[src/rtl/regfile_port_arbiter.sv]
// regfile_port_arbiter
// Shares a register file's two synchronous read ports and its single write
// port among NUM_REQ requesters. Arbitration is round-robin. A requester can
// also hold a bounded lock to issue back-to-back transactions. Read data
// comes back one cycle after the accept, tagged by a one-hot rsp_valid.
module regfile_port_arbiter #(
    parameter int NUM_REQ    = 2,
    parameter int ADDR_WIDTH = 5,
    parameter int DATA_WIDTH = 32,
    parameter int MAX_LOCK   = 4
) (
    input  logic                          clk,
    input  logic                          rst_n,
    input  logic [NUM_REQ-1:0]            req_valid,
    output logic [NUM_REQ-1:0]            req_ready,
    input  logic [NUM_REQ-1:0]            req_lock,
    input  logic [NUM_REQ*ADDR_WIDTH-1:0] req_rs1,
    input  logic [NUM_REQ*ADDR_WIDTH-1:0] req_rs2,
    input  logic [NUM_REQ*ADDR_WIDTH-1:0] req_rd,
    input  logic [NUM_REQ-1:0]            req_we,
    input  logic [NUM_REQ*DATA_WIDTH-1:0] req_wdata,
    output logic [NUM_REQ-1:0]            rsp_valid,
    output logic [DATA_WIDTH-1:0]         rsp_rdata1,
    output logic [DATA_WIDTH-1:0]         rsp_rdata2,
    output logic [ADDR_WIDTH-1:0]         rf_reg_read1,
    output logic [ADDR_WIDTH-1:0]         rf_reg_read2,
    output logic [ADDR_WIDTH-1:0]         rf_reg_write,
    output logic [DATA_WIDTH-1:0]         rf_data_write,
    output logic                          rf_write_enable,
    input  logic [DATA_WIDTH-1:0]         rf_data_read1,
    input  logic [DATA_WIDTH-1:0]         rf_data_read2
);

    localparam int PTR_W = $clog2(NUM_REQ);
    localparam logic [PTR_W-1:0] PTR_ZERO = PTR_W'(0);
    localparam logic [PTR_W-1:0] PTR_ONE  = PTR_W'(1);

    typedef enum logic [0:0] {
        ST_ARB    = 1'b0,
        ST_LOCKED = 1'b1
    } state_e;

    state_e               state_q, state_d;
    logic [PTR_W-1:0]     rr_ptr_q, rr_ptr_d;
    logic [PTR_W-1:0]     owner_q, owner_d;
    logic [3:0]           lock_cnt_q, lock_cnt_d;
    logic [NUM_REQ-1:0]   rsp_valid_q, rsp_valid_d;

    logic [NUM_REQ-1:0]   rr_grant_s;
    logic [PTR_W-1:0]     rr_idx_s;
    logic                 rr_found_s;
    logic [NUM_REQ-1:0]   ready_s;
    logic [NUM_REQ-1:0]   accept_s;
    logic                 lock_more_s;

    // Next requester index with wrap-around (NUM_REQ need not be a power of 2).
    function automatic logic [PTR_W-1:0] ptr_inc(input logic [PTR_W-1:0] p);
        logic [PTR_W-1:0] r;
        if (int'(p) >= NUM_REQ - 1) begin
            r = PTR_ZERO;
        end else begin
            r = p + PTR_ONE;
        end
        return r;
    endfunction

    // Requester index k positions above ptr, modulo NUM_REQ.
    function automatic int rr_index(input logic [PTR_W-1:0] p, input int k);
        int s;
        s = int'(p) + k;
        return (s >= NUM_REQ) ? (s - NUM_REQ) : s;
    endfunction

    // One-hot vector with bit p set.
    function automatic logic [NUM_REQ-1:0] ptr_onehot(input logic [PTR_W-1:0] p);
        logic [NUM_REQ-1:0] r;
        r    = {NUM_REQ{1'b0}};
        r[p] = 1'b1;
        return r;
    endfunction

    // Round-robin search: first valid requester at or above rr_ptr.
    always_comb begin
        rr_grant_s = {NUM_REQ{1'b0}};
        rr_idx_s   = PTR_ZERO;
        rr_found_s = 1'b0;
        for (int k = 0; k < NUM_REQ; k++) begin
            if (!rr_found_s && req_valid[rr_index(rr_ptr_q, k)]) begin
                rr_grant_s[rr_index(rr_ptr_q, k)] = 1'b1;
                rr_idx_s   = PTR_W'(rr_index(rr_ptr_q, k));
                rr_found_s = 1'b1;
            end else begin
                rr_found_s = rr_found_s;
            end
        end
    end

    // A locked owner may continue only while its grant count stays below MAX_LOCK.
    assign lock_more_s = ({1'b0, lock_cnt_q} + 5'd1) < 5'(MAX_LOCK);

    // Arbitration FSM: next state, pointer/owner/lock-count updates and grant.
    always_comb begin
        state_d    = state_q;
        rr_ptr_d   = rr_ptr_q;
        owner_d    = owner_q;
        lock_cnt_d = lock_cnt_q;
        ready_s    = {NUM_REQ{1'b0}};
        case (state_q)
            ST_ARB: begin
                ready_s = rr_grant_s;
                if (rr_found_s) begin
                    if (req_lock[rr_idx_s] && (MAX_LOCK > 1)) begin
                        state_d    = ST_LOCKED;
                        owner_d    = rr_idx_s;
                        lock_cnt_d = 4'd1;
                    end else begin
                        rr_ptr_d = ptr_inc(rr_idx_s);
                    end
                end else begin
                    state_d = ST_ARB;
                end
            end
            ST_LOCKED: begin
                ready_s = ptr_onehot(owner_q);
                if (req_valid[owner_q] && req_lock[owner_q] && lock_more_s) begin
                    lock_cnt_d = lock_cnt_q + 4'd1;
                end else begin
                    // Either the final locked grant or the owner withdrew.
                    state_d    = ST_ARB;
                    rr_ptr_d   = ptr_inc(owner_q);
                    lock_cnt_d = 4'd0;
                end
            end
            default: begin
                state_d    = ST_ARB;
                lock_cnt_d = 4'd0;
            end
        endcase
        // No grant may be presented while reset is asserted.
        ready_s = ready_s & {NUM_REQ{rst_n}};
    end

    assign req_ready   = ready_s;
    assign accept_s    = req_valid & ready_s;
    assign rsp_valid_d = accept_s;

    // Register-file port mux: drive the accepted requester's fields, else zeros.
    always_comb begin
        rf_reg_read1    = {ADDR_WIDTH{1'b0}};
        rf_reg_read2    = {ADDR_WIDTH{1'b0}};
        rf_reg_write    = {ADDR_WIDTH{1'b0}};
        rf_data_write   = {DATA_WIDTH{1'b0}};
        rf_write_enable = 1'b0;
        for (int i = 0; i < NUM_REQ; i++) begin
            if (accept_s[i]) begin
                rf_reg_read1    = req_rs1[i*ADDR_WIDTH +: ADDR_WIDTH];
                rf_reg_read2    = req_rs2[i*ADDR_WIDTH +: ADDR_WIDTH];
                rf_reg_write    = req_rd[i*ADDR_WIDTH +: ADDR_WIDTH];
                rf_data_write   = req_wdata[i*DATA_WIDTH +: DATA_WIDTH];
                // r0 is hardwired zero, so writes to it are suppressed.
                rf_write_enable = req_we[i] &
                                  (req_rd[i*ADDR_WIDTH +: ADDR_WIDTH] != {ADDR_WIDTH{1'b0}});
            end else begin
                rf_write_enable = rf_write_enable;
            end
        end
    end

    // State, pointer, lock and response-valid registers.
    always_ff @(posedge clk or negedge rst_n) begin
        if (!rst_n) begin
            state_q     <= ST_ARB;
            rr_ptr_q    <= PTR_ZERO;
            owner_q     <= PTR_ZERO;
            lock_cnt_q  <= 4'd0;
            rsp_valid_q <= {NUM_REQ{1'b0}};
        end else begin
            state_q     <= state_d;
            rr_ptr_q    <= rr_ptr_d;
            owner_q     <= owner_d;
            lock_cnt_q  <= lock_cnt_d;
            rsp_valid_q <= rsp_valid_d;
        end
    end

    assign rsp_valid  = rsp_valid_q;
    assign rsp_rdata1 = rf_data_read1;
    assign rsp_rdata2 = rf_data_read2;

endmodule

[config.mk]
export PLATFORM = sky130hd
export DESIGN_NAME = regfile_port_arbiter
export DESIGN_NICKNAME = d
export VERILOG_FILES = /design/src/rtl/regfile_port_arbiter.sv
export SDC_FILE = /design/constraint.sdc
export NUM_CORES = 1
export LEC_CHECK = 0
export ABC_AREA = 1
export CAP_MARGIN = 25
export CORE_AREA = 4 4 106 108
export CTS_CLUSTER_DIAMETER = 200
export CTS_CLUSTER_SIZE = 10
export DETAILED_ROUTE_END_ITERATION = 8
export DIE_AREA = 0 0 110 112
export PLACE_DENSITY = 0.75
export SLEW_MARGIN = 20
export SYNTH_ARGS = -nofsm -noshare
export SYNTH_HDL_FRONTEND = slang
export SYNTH_SLANG_ARGS = --single-unit
[constraint.sdc]
create_clock -name clk -period 2.29 [get_ports clk]
set_input_delay 0.3435 -clock clk [delete_from_list [all_inputs] [get_ports clk]]
set_output_delay 0.3435 -clock clk [all_outputs]
set_load 0.005 [all_outputs]
==> impl_metrics.tcl <==
set metrics [dict create \
    path_cells "dlygate4sd2_1 -> nand2_1 -> buf_4 -> buf_4 -> buf_4 -> buf_4 -> buf_4 -> buf_4 -> buf_4 -> buf_4 -> buf_4 -> and2_4 -> nand2_4 -> nand4_1 -> buf_4 -> nand2_2" \
    place_ws_ns -0.342 \
    drt_iter0_markers 77 \
    drv_slew 0 \
    fmax_mhz 444 \
    die_w_um 110 \
    grt_pass1_vias 2142 \
    synth-seq-cells 9 \
    finalNonFillerCells 544 \
    finalWirelength_um 7430 \
    crit_type "in2reg" \
    fillers 1081 \
    critPathMaxStageDelay_ns 0.31 \
    cts_max_level 1 \
    dpl_cell_area_um2 3000 \
    ys.warnings.count 0 \
    syn_to_final_growth_pct 89.9 \
    outcome "complete, no violations" \
    clock_power_share_pct 10.7 \
    dp_hpwl_um 6020 \
    design.core.area_um2 10200 \
    vias 2148 \
    reg2reg_from "rr_ptr_q" \
    swShare_pct 39.8 \
    gp_congestion 0.795 \
    worstPathArrival_ns 2.42 \
    cts_inserted_buffers 3 \
    met2_usage_pct 20.0 \
    fin_area_um2 3230 \
    setup_viol 0 \
    synth_nets 460 \
    dr.pass1.iters 4 \
    fin_nets 576 \
    ioPinCount 282 \
    cp_slowest_cell "dlygate4sd2_1" \
    fin_crit_ns 2.25 \
    power.density_nw_per_um2 540 \
    required_ns 2.46 \
    crit_top_cell "buf_4" \
    die_h_um 112 \
    grt_max_degree 27 \
    seq_area_frac_synth_pct 13.3 \
    cts_tree "built" \
    avgViaCountPerCell 3.95 \
    grt-ovfl-total 0 \
    worst_slew_pin_slew_ns 0.472 \
    hp-class "in2async" \
    worst_slack_ns 0.0366 \
    diodes 0 \
    antenna_left 0 \
    cap_violations 0 \
    syn_inst 293 \
    clock_latency_ns 0.23 \
    internal_power_mw 1.05 \
    path_buf_inv 11 \
    p_comb_share_pct 74.7 \
    finalHoldViolations 0 \
    finalCritPeriodShare_pct 98.4 \
    cp-end-kind "flip-flop" \
    wl_per_cell_um 13.7 \
    busiest_layer "met2" \
    r2r_slack_ns 0.06 \
    drc 0 \
    drive_gt1_share_pct 16.4 \
    r2r_end "state_q" \
    cts_sinks 9 \
    use_met1_pct 10.0 \
    path_clk_slew_ns 0.05 \
    switchingPower_mw 0.693 \
    crit_family "buffers and inverters" \
    initial_utilization_pct 16.6 \
    use_met3_pct 4.81 \
    portBuffers 153 \
    start_kind "primary input" \
    dieArea_um2 12300 \
    crit_fanout 5 \
    cts_hold_buf 0 \
    root_buffer "clkbuf_8" \
    p_leak_nw 1.79 \
    clockBufferDepth 2 \
    seq_power_share_pct 14.6 \
    avgSynthCellArea_um2 5.80 \
    antenna_found_initial 0 \
    rows 37 \
    rsz0062_at_grt "yes" \
    grt_pass1_wl_um 10500 \
    skew_ns 0.00103 \
    ys_types 21 \
    r2r_cells 15 \
    synth_area_um2 1700 \
    grtUsageTotal_pct 10.7 \
    irDropWorstVdd_mv 0.191 \
    slew_headroom_pct 68.2 \
    dp_cells 523 \
]
-- cell type report --
class,count,area [µm²],area share (%)
tap,136,170,5.27
clock buffer,4,45.0,1.40
multi-input combinational,196,885,27.4
timing repair buffer,184,1840,57.0
inverter,15,63.8,1.98
sequential,9,225,6.98
-- what timing repair did --
action	in CTS	in global routing
buffers inserted	14	2
endpoints found under the hold margin	0	0
resized for setup	49	19
cloned	1	1
setup endpoints to repair	48	14
pin swaps	1	2
-- cells in the final DEF, fill, tap and decap left out, drive strengths merged --
master and instances:
nand2 163, clkdlybuf4s50 102, dlygate4sd2 44, buf 30, inv 15, nand3 10, dfrtp 9, o21ai 8
nor2 8, dlymetal6s2s 7, clkbuf 5, nand4 3, nor3 1, and2 1, a21oi 1, ha 1
-- state kept, by name (all words and copies together) (netlist names) --
name        flops
lock_cnt_q      4
rsp_valid       2
owner_q         1
rr_ptr_q        1
state_q         1
-- cells by family after synthesis --
| group | count (synthesis) | share of synthesized area (%) |
|---|---|---|
| AOI/OAI and AO/OA | 9 | 2.65 |
| adders and majority gates | 1 | 0.736 |
| buffers and inverters | 88 | 37.2 |
| DFF | 9 | 13.3 |
| and+or+nand+nor | 186 | 46.2 |
-- per-stage QoR --
| stage | setup TNS, ns | util (%) | total power [mW] | hold WS, ns |
|---|---|---|---|---|
| after CTS | -0.717 | 30.7 | 1.67 | 0.249 |
| after global placement | -12.76 | 29.4 | 1.41 | 0.472 |
| after detailed placement | -13.74 | 29.4 | 1.45 | 0.483 |
| after global routing | -0.0881 | 31.5 | 1.89 | 0.252 |
| final | 0 | 31.5 | 1.74 | 0.241 |
| after floorplan | 0 | - | 0.836 | 0.0479 |
-- how the worst max path moves through the flow --
stage                  from                 to  depth (start not counted)
2_1_floorplan       state_q  rf_data_write[10]                          8
3_3_place_gp   req_valid[0]  rf_data_write[20]                         12
3_5_place_dp   req_valid[1]  rf_data_write[12]                         11
4_1_cts            rr_ptr_q   rf_data_write[3]                         10
5_1_grt            rr_ptr_q            owner_q                         15
6_report       req_valid[1]            state_q                         16
-- cell usage after synthesis --
| cell type | instances | area (µm²) |
|---|---|---|
| buf_6 | 2 | 22.5 |
| a21oi_1 | 1 | 5.00 |
| o21ai_0 | 8 | 40.0 |
| nor2_1 | 6 | 22.5 |
| nand3_1 | 10 | 50.1 |
| dfrtp_1 | 9 | 225 |
| clkbuf_1 | 2 | 7.51 |
| nand2_1 | 142 | 533 |
| and2_1 | 1 | 6.26 |
| inv_2 | 2 | 7.51 |
| clkinv_4 | 1 | 8.76 |
| buf_12 | 2 | 40.0 |
| ha_1 | 1 | 12.5 |
| nor2_4 | 1 | 11.3 |
| nand2_2 | 21 | 131 |
| buf_2 | 1 | 5.00 |
| buf_4 | 66 | 495 |
| nor2_2 | 1 | 6.26 |
| inv_1 | 12 | 45.0 |
| nand4_1 | 3 | 18.8 |
| nor3_1 | 1 | 5.00 |
-- power groups by stage --
stage / logic, mW / clock network, mW / registers [mW]
2_1_floorplan: 0.593 / 0 / 0.243
3_3_place_gp: 1.16 / 0 / 0.248
3_5_place_dp: 1.19 / 0 / 0.253
4_1_cts: 1.22 / 0.190 / 0.251
5_1_grt: 1.43 / 0.203 / 0.262
6_report: 1.30 / 0.187 / 0.254
-- worst register-to-register path, stage by stage, from the launching register on --
cell     delay (ns)
dfrtp_1        0.41
nand2_1        0.09
buf_4          0.14
buf_4          0.12
buf_4          0.12
buf_4          0.12
buf_4          0.12
buf_4          0.12
buf_4          0.12
buf_4          0.12
buf_4          0.12
and2_4         0.16
nand2_4        0.07
nand4_1        0.13
buf_4          0.17
nand2_2        0.06
-- layer usage --
metal | vias up | share of wire, %
met5 | - | 0
met4 | 0 | 2.9
met3 | 28 | 14
met2 | 157 | 51
met1 | 908 | 32
li1 | 1055 | -
No activity file was read; power rests on OpenSTA's default activity.
